--- src/rtl/pipe_stage_buf.sv ---
// rtl/pipe_stage_buf.sv - valid/ready pipeline stage register with two-entry skid buffer and NOP flush
module pipe_stage_buf #(
    parameter int NBITS = 32,
    parameter int NCTRL = 24
) (
    input  logic             i_clk,
    input  logic             i_rst_n,
    input  logic             i_valid,
    output logic             o_ready,
    input  logic [NBITS-1:0] i_data,
    input  logic [NCTRL-1:0] i_ctrl,
    input  logic             i_flush,
    output logic             o_valid,
    input  logic             i_ready,
    output logic [NBITS-1:0] o_data,
    output logic [NCTRL-1:0] o_ctrl,
    output logic [1:0]       o_count
);

    // State encoding doubles as the occupancy count.
    localparam logic [1:0] S_EMPTY = 2'd0;
    localparam logic [1:0] S_ONE   = 2'd1;
    localparam logic [1:0] S_TWO   = 2'd2;

    logic [1:0]       r_state;
    logic             r_ready;
    logic [NBITS-1:0] r_main_data;
    logic [NCTRL-1:0] r_main_ctrl;
    logic [NBITS-1:0] r_skid_data;
    logic [NCTRL-1:0] r_skid_ctrl;

    logic [1:0]       w_next_state;
    logic             w_valid;
    logic             w_accept;
    logic             w_deliver;
    logic             w_load_main_in;
    logic             w_load_main_skid;
    logic             w_load_skid;

    assign w_valid   = (r_state == S_ONE) || (r_state == S_TWO);
    assign w_accept  = i_valid & r_ready;
    assign w_deliver = w_valid & i_ready;

    always_comb begin
        w_next_state     = r_state;
        w_load_main_in   = 1'b0;
        w_load_main_skid = 1'b0;
        w_load_skid      = 1'b0;
        if (i_flush) begin
            // A deliver in this cycle still completes; everything else is dropped.
            w_next_state = S_EMPTY;
        end else begin
            case (r_state)
                S_EMPTY: begin
                    if (w_accept) begin
                        w_next_state   = S_ONE;
                        w_load_main_in = 1'b1;
                    end
                end
                S_ONE: begin
                    if (w_accept && w_deliver) begin
                        w_next_state   = S_ONE;
                        w_load_main_in = 1'b1;
                    end else if (w_accept) begin
                        w_next_state = S_TWO;
                        w_load_skid  = 1'b1;
                    end else if (w_deliver) begin
                        w_next_state = S_EMPTY;
                    end
                end
                S_TWO: begin
                    if (w_deliver) begin
                        w_next_state     = S_ONE;
                        w_load_main_skid = 1'b1;
                    end
                end
                default: w_next_state = S_EMPTY;
            endcase
        end
    end

    always_ff @(posedge i_clk or negedge i_rst_n) begin
        if (!i_rst_n) begin
            r_state <= S_EMPTY;
            r_ready <= 1'b1;
        end else begin
            r_state <= w_next_state;
            r_ready <= (w_next_state != S_TWO);
        end
    end

    always_ff @(posedge i_clk or negedge i_rst_n) begin
        if (!i_rst_n) begin
            r_main_data <= '0;
            r_main_ctrl <= '0;
            r_skid_data <= '0;
            r_skid_ctrl <= '0;
        end else begin
            if (w_load_main_in) begin
                r_main_data <= i_data;
                r_main_ctrl <= i_ctrl;
            end else if (w_load_main_skid) begin
                r_main_data <= r_skid_data;
                r_main_ctrl <= r_skid_ctrl;
            end
            if (w_load_skid) begin
                r_skid_data <= i_data;
                r_skid_ctrl <= i_ctrl;
            end
        end
    end

    assign o_ready = r_ready;
    assign o_valid = w_valid;
    assign o_data  = r_main_data;
    assign o_ctrl  = w_valid ? r_main_ctrl : '0;
    assign o_count = r_state;

endmodule

--- config.mk ---
export PLATFORM = sky130hd
export DESIGN_NAME = pipe_stage_buf
export DESIGN_NICKNAME = d
export VERILOG_FILES = /design/src/rtl/pipe_stage_buf.sv
export SDC_FILE = /design/constraint.sdc
export NUM_CORES = 1
export LEC_CHECK = 0
export BUFFER_PORTS_ARGS = -buffer_cell sky130_fd_sc_hd__buf_2
export CORE_ASPECT_RATIO = 1.5
export CORE_MARGIN = 10
export CORE_UTILIZATION = 54
export CTS_BUF_LIST = sky130_fd_sc_hd__clkbuf_16
export DETAILED_ROUTE_END_ITERATION = 10
export GPL_TIMING_DRIVEN = 0
export PLACE_DENSITY = 0.82
export RECOVER_POWER = 50
export SLEW_MARGIN = 20
export SYNTH_ARGS = -nofsm -noshare
export SYNTH_HDL_FRONTEND = slang
export SYNTH_SLANG_ARGS = --single-unit
--- constraint.sdc ---
create_clock -name i_clk -period 2.6 [get_ports i_clk]
set_input_delay 0.13 -clock i_clk [delete_from_list [all_inputs] [get_ports i_clk]]
set_output_delay 0.13 -clock i_clk [all_outputs]
set_load 0.03 [all_outputs]
---- Yosys cells after proc, flatten, opt, wreduce, memory -nomap -nowiden ----
Cells that the tools add are included.
cells by class
  bitwise gates (word level) .............. 2
  reductions and logical operators ........ 4
  equal/unequal tests ..................... 3
  shifts and indexed selects .............. 0
  magnitude comparators ................... 0
  $add $sub $neg .......................... 0
  divide/modulo/power cells ............... 0
  $mul .................................... 0
  multiplexer cells ....................... 22
operator list
  kind                                                  number
  two-way mux 24 bit                                    3
  two-way mux 32 bit                                    2
  two-way mux 2 bit                                     6
  two-way mux 1 bit                                     9
  one-hot mux 2 bit (3 select lines)                    1
  AND 1 bit                                             2
  equality test 2 x 1 -> 1 bit (second input constant)  1
  equality test 2 bit (second input constant)           1
  logical NOT 2 bit                                     1
  inequality test 2 bit (second input constant)         1
  one-hot mux 1 bit (2 select lines)                    1
  nonzero test 2 bit                                    1
  logical AND 1 bit                                     1
  logical OR 1 bit                                      1
word-level totals
  RAM bits ................................ 0
  register bits ........................... 115
  latch bits .............................. 0
  bits of input ports ..................... 61
  logic and storage cells ................. 37
  memories kept ........................... 0
  ROM bits ................................ 0
  output and inout port bits .............. 60

---- Depth between registers and ports, before layout ----
  depth in word-level cells ............... 9
  mapped depth ............................ 9
  gate-level depth less buffers ........... 6

---- Least setup slack after synthesis ----
OpenSTA, ideal clock, no wires.
  path kind ............................... reg2reg
  start ................................... register r_state[0] (netlist: o_count[0])
  end ..................................... register r_skid_ctrl[14]
  library setup time ...................... 0.125 ns
  buffers on the path ..................... 3
  required time ........................... 2.475 ns
  data arrival time ....................... 2.287 ns
  stages on the path, launching flop included .. 10
  path slack .............................. 0.188 ns
  period minus slack after synthesis ...... 2.412 ns
  cell sequence ........................... dfrtp_1 > inv_1 > ha_1 > buf_6 > nand2_4 > nand4_1 > or2_1 > buf_6 > buf_6 > mux2_4
between the ends
  longest elaborated chain between the ends .. 7
  elaborated cells between the ends (all ways) .. 8
  those cells by class .................... eq/ne: 2; mux: 3; bitwise: 1; reduce/logical: 2
ends and longest elaborated chain
  item                                                                 RTL line  text
  from (decl)                                                          25        logic [1:0] r_state;
  from (signal assigned)                                               87        r_state <= w_next_state;
  equality test 2 x 1 -> 1 bit or equality test 2 bit (tied branches)  40        assign w_valid = (r_state == S_ONE) || (r_state == S_TWO);
  logical OR 1 bit (*)                                                 40
  named net o_valid                                                    13        output logic o_valid,
  AND 1 bit (*)                                                        42        assign w_deliver = w_valid & i_ready;
  logical AND 1 bit (*)                                                61        if (w_accept && w_deliver) begin
  two-way mux 1 bit (*)                                                61
  two-way mux 1 bit (*)                                                53        case (r_state)
  two-way mux 1 bit (*)                                                49        if (i_flush) begin
  to (signal assigned)                                                 108       r_skid_ctrl <= i_ctrl;
  to (decl)                                                            30        logic [NCTRL-1:0] r_skid_ctrl;
Mark *: on every way through the listed nets, which the timed path passes. The rest lies on a longest branch.
A chain may end at the register's enable or synchronous reset.

---- Worst setup path after layout ----
  start ................................... register r_state[0] (netlist: o_count[0])
  end ..................................... output o_ctrl[9]
between the ends
  longest elaborated chain between the ends .. 3
  elaborated cells between the ends (all ways) .. 4
  those cells by class .................... eq/ne: 2; mux: 1; reduce/logical: 1
ends and longest elaborated chain
  item                                                                 RTL line  text
  equality test 2 x 1 -> 1 bit or equality test 2 bit (tied branches)  40
  logical OR 1 bit (*)                                                 40
  two-way mux 24 bit (*)                                               116       assign o_ctrl = w_valid ? r_main_ctrl : '0;
  to (decl)                                                            16        output logic [NCTRL-1:0] o_ctrl,
Mark *: on every way between the ends. The rest lies on a longest branch, timed or not.

==> impl_metrics.py <==
metrics = {
    "synthesis": {
        "syn_inst": 417,
        "ys_ff_latch": 115,
        "synth_edf_count": 0,
        "syn-cell-area_mm2": 0.005214,
        "avgSynthCellArea_um2": 12.50,
        "synth_fp_nets": 482,
        "seq_area_frac_synth_pct": 55.22,
        "ys_async_sr_fraction_pct": 100.0,
        "synth_flop_cell": "dfrtp_1",
        "ys_types": 29,
        "ys_warn_count": 0,
    },
    "worst_setup_path": {
        "path_buf_inv": 4,
        "slowest_delay_ps": 480,
        "r2r_end": "r_skid_ctrl[16]",
        "worstPathMaxFanout": 10,
        "startpoint_type": "flop",
        "path_cells": "inv_1, ha_1, buf_6, clkbuf_1, and2_1, buf_2",
        "worstPathRequired_ps": 2470,
        "reg2reg_depth": 9,
        "regToRegStartpoint": "o_count[0]",
        "end_kind": "output pin",
        "criticalPathCategory": "reg2out",
        "crit_arrival_ps": 2240,
        "reg2reg_setup_slack_ps": 270,
        "crit_slowest_cell": "dfrtp_1",
        "critical-path-top-delay-family": "buffers and inverters",
    },
    "global_route": {
        "grt_max_degree": 66,
        "grt_pass1_wl_um": 22960,
        "grt_pass1_vias": 4525,
        "grtUsageTotal_pct": 20.34,
        "antenna_found_initial": 3,
        "grt_overflow": 0,
    },
    "pwr": {
        "power_leakage_nw": 3.742,
        "power_density_mw_per_mm2": 1018,
        "ir_worst_vdd_mv": 0.7508,
    },
    "placed_design": {
        "io_buffers": 120,
        "dp_hpwl_um": 8859,
        "dpl_cell_area_mm2": 0.005988,
        "dp_cells": 650,
        "place_congestion": 0.8153,
    },
    "drt": {
        "routed_wl_um": 13890,
        "dr.pass1.iters": 4,
        "drt_iter0_drc": 146,
        "viasPerCell": 5.372,
        "wl_per_cell_um": 18.74,
        "drc_errors": 0,
        "vias": 3981,
        "antenna_left": 0,
    },
    "clock_tree": {
        "ctsRootBufferMaster": "clkbuf_16",
        "cts_sinks": 115,
        "cts_buffers": 17,
        "cts_tree": "done",
        "clock_path_buffers": 2,
        "htree_levels": 4,
        "post_cts_buffers": 0,
        "insertion_delay_ps": 400,
        "path_clk_slew_ps": 50,
    },
    "floorplan": {
        "num_rows": 43,
        "core_area_mm2": 0.009361,
        "die_h_um": 140.3,
        "die_x_um": 100.2,
        "pin_count": 121,
        "dieArea_mm2": 0.01407,
        "initial_utilization_pct": 55.69,
    },
    "outcome": {
        "outcome": "finished, final reports clean",
    },
    "final_layout": {
        "post-route-util_pct": 75.26,
        "finalInstanceArea_mm2": 0.007046,
        "final_layout_size_suffix_gt1_share_pct": 30.67,
        "fill_cells": 618,
        "num-nets-final": 680,
        "syn_to_final_growth_pct": 35.13,
        "mostFrequentLayoutCell": "dfrtp_1",
        "final_cell_mix": "114 x dfrtp_1, 102 x buf_2, 58 x nand2_1, 58 x dlygate4sd3_1, 57 x o21ai_0",
        "final-instance-count-excl-fill": 741,
    },
    "job": {
        "maxCapViolations": 0,
    },
    "timing": {
        "slew_viol_final": 0,
        "tightest_slew_ps": 1250,
        "max_slew_margin_pct": 16.68,
        "skew_ps": 9.352,
        "setup_viol": 0,
        "fmaxAchievable_mhz": 422.8,
        "fin_setup_tns_ps": 0,
        "fin_crit_sh_pct": 90.96,
        "holdWs_ps": 126.5,
        "rsz0062_at_grt": "false",
        "final_hold_viol_count": 0,
        "period_needed_ps": 2365,
    },
    "hold_path": {
        "whs_endpoint": "o_count[1]",
        "hp-start": "i_valid",
        "min-delay-path-class": "in2reg",
        "whs_path_depth": 3,
    },
}
-- cells in the mapped netlist (2+ instances only) --
cell	n	area (um^2)
clkbuf_2	2	10.01
ha_1	4	50.05
buf_2	13	65.06
clkbuf_1	5	18.77
and2_1	24	150.1
dfrtp_1	114	2853
nand2_1	58	217.7
nor3_1	2	10.01
a21oi_1	2	10.01
inv_1	4	15.01
mux2_4	40	600.6
o21ai_0	57	285.3
mux2i_1	56	560.5
mux2_2	16	180.2
buf_6	6	67.56
-- layout make-up --
cell class | instances | area (um^2) | share of cell area [%]
sequential | 115 | 2879 | 40.86
multi-input combinational | 271 | 2156 | 30.60
timing repair buffer | 179 | 1151 | 16.34
clock buffer | 17 | 425.4 | 6.038
buffer | 27 | 168.9 | 2.397
tap | 112 | 140.1 | 1.989
clock inverter | 13 | 102.6 | 1.456
inverter | 4 | 15.01 | 0.2131
antenna | 3 | 7.507 | 0.1066
-- sequential cells by signal (all words and copies together), names as in the netlist --
name and flops:
r_main_ctrl 24, o_count 2, r_skid_data 32, r_skid_ctrl 24, o_data 32, o_ready 1
-- kinds of logic after synthesis --
kind of cell             share of synthesized area (%)
flip-flops                                       55.22
buffers and inverters                            3.528
multiplexers                                     25.73
adder cells (fa/ha/maj)                         0.9600
AND/OR/NAND/NOR                                  8.040
AO/OA/AOI/OAI                                    6.528
-- worst reg2reg max path: stages, from the launching register on --
cell and delay, ps:
dfrtp_1 480, inv_1 100, ha_1 340, buf_6 160, nand2_4 70, nand4_1 130, or2_1 270, buf_6 170
buf_6 170, mux2_4 310
-- how the worst max path moves through the flow --
| stage | start | endpoint | slack (ps) | cells past startpoint |
|---|---|---|---|---|
| 5_1_grt | o_count[0] | r_main_ctrl[23] | 40 | 9 |
| 3_5_place_dp | o_count[0] | r_main_ctrl[12] | 150 | 8 |
| 3_3_place_gp | i_rst_n | r_main_ctrl[11] | 170 | 1 |
| 2_1_floorplan | o_count[0] | r_skid_ctrl[14] | 190 | 9 |
| 6_report | o_count[0] | o_ctrl[9] | 230 | 6 |
| 4_1_cts | o_count[0] | r_main_ctrl[23] | 150 | 9 |
-- metal layers --
metal	GRT usage (%)	vias to the layer above	wire, um
met5	0	-	0
met4	10.07	0	421
met3	6.155	31	749
met2	34.76	131	7410
met1	22.00	1981	5308
li1	-	1838	-
-- timing repair --
action,CTS,global route
endpoints found under the hold margin,159,0
hold buffers,58,0
resized for setup,0,1
endpoints found under the setup margin,0,56
-- metrics by stage --
stage	power, mW	setup slack (ps)
after floorplan	4.359	188.3
after global placement	4.885	167.0
after detailed placement	5.014	153.0
after CTS	7.217	147.7
after global routing	7.529	38.18
final	7.169	235.0
-- power by group --
| part | total [mW] | switching, mW | internal (mW) |
|---|---|---|---|
| Combinational | 2.12 | 1.13 | 0.986 |
| Clock | 2.11 | 0.747 | 1.36 |
| Sequential | 2.95 | 0.426 | 2.52 |
| Total | 7.17 | 2.31 | 4.86 |
(Power assumes the default switching activity.)
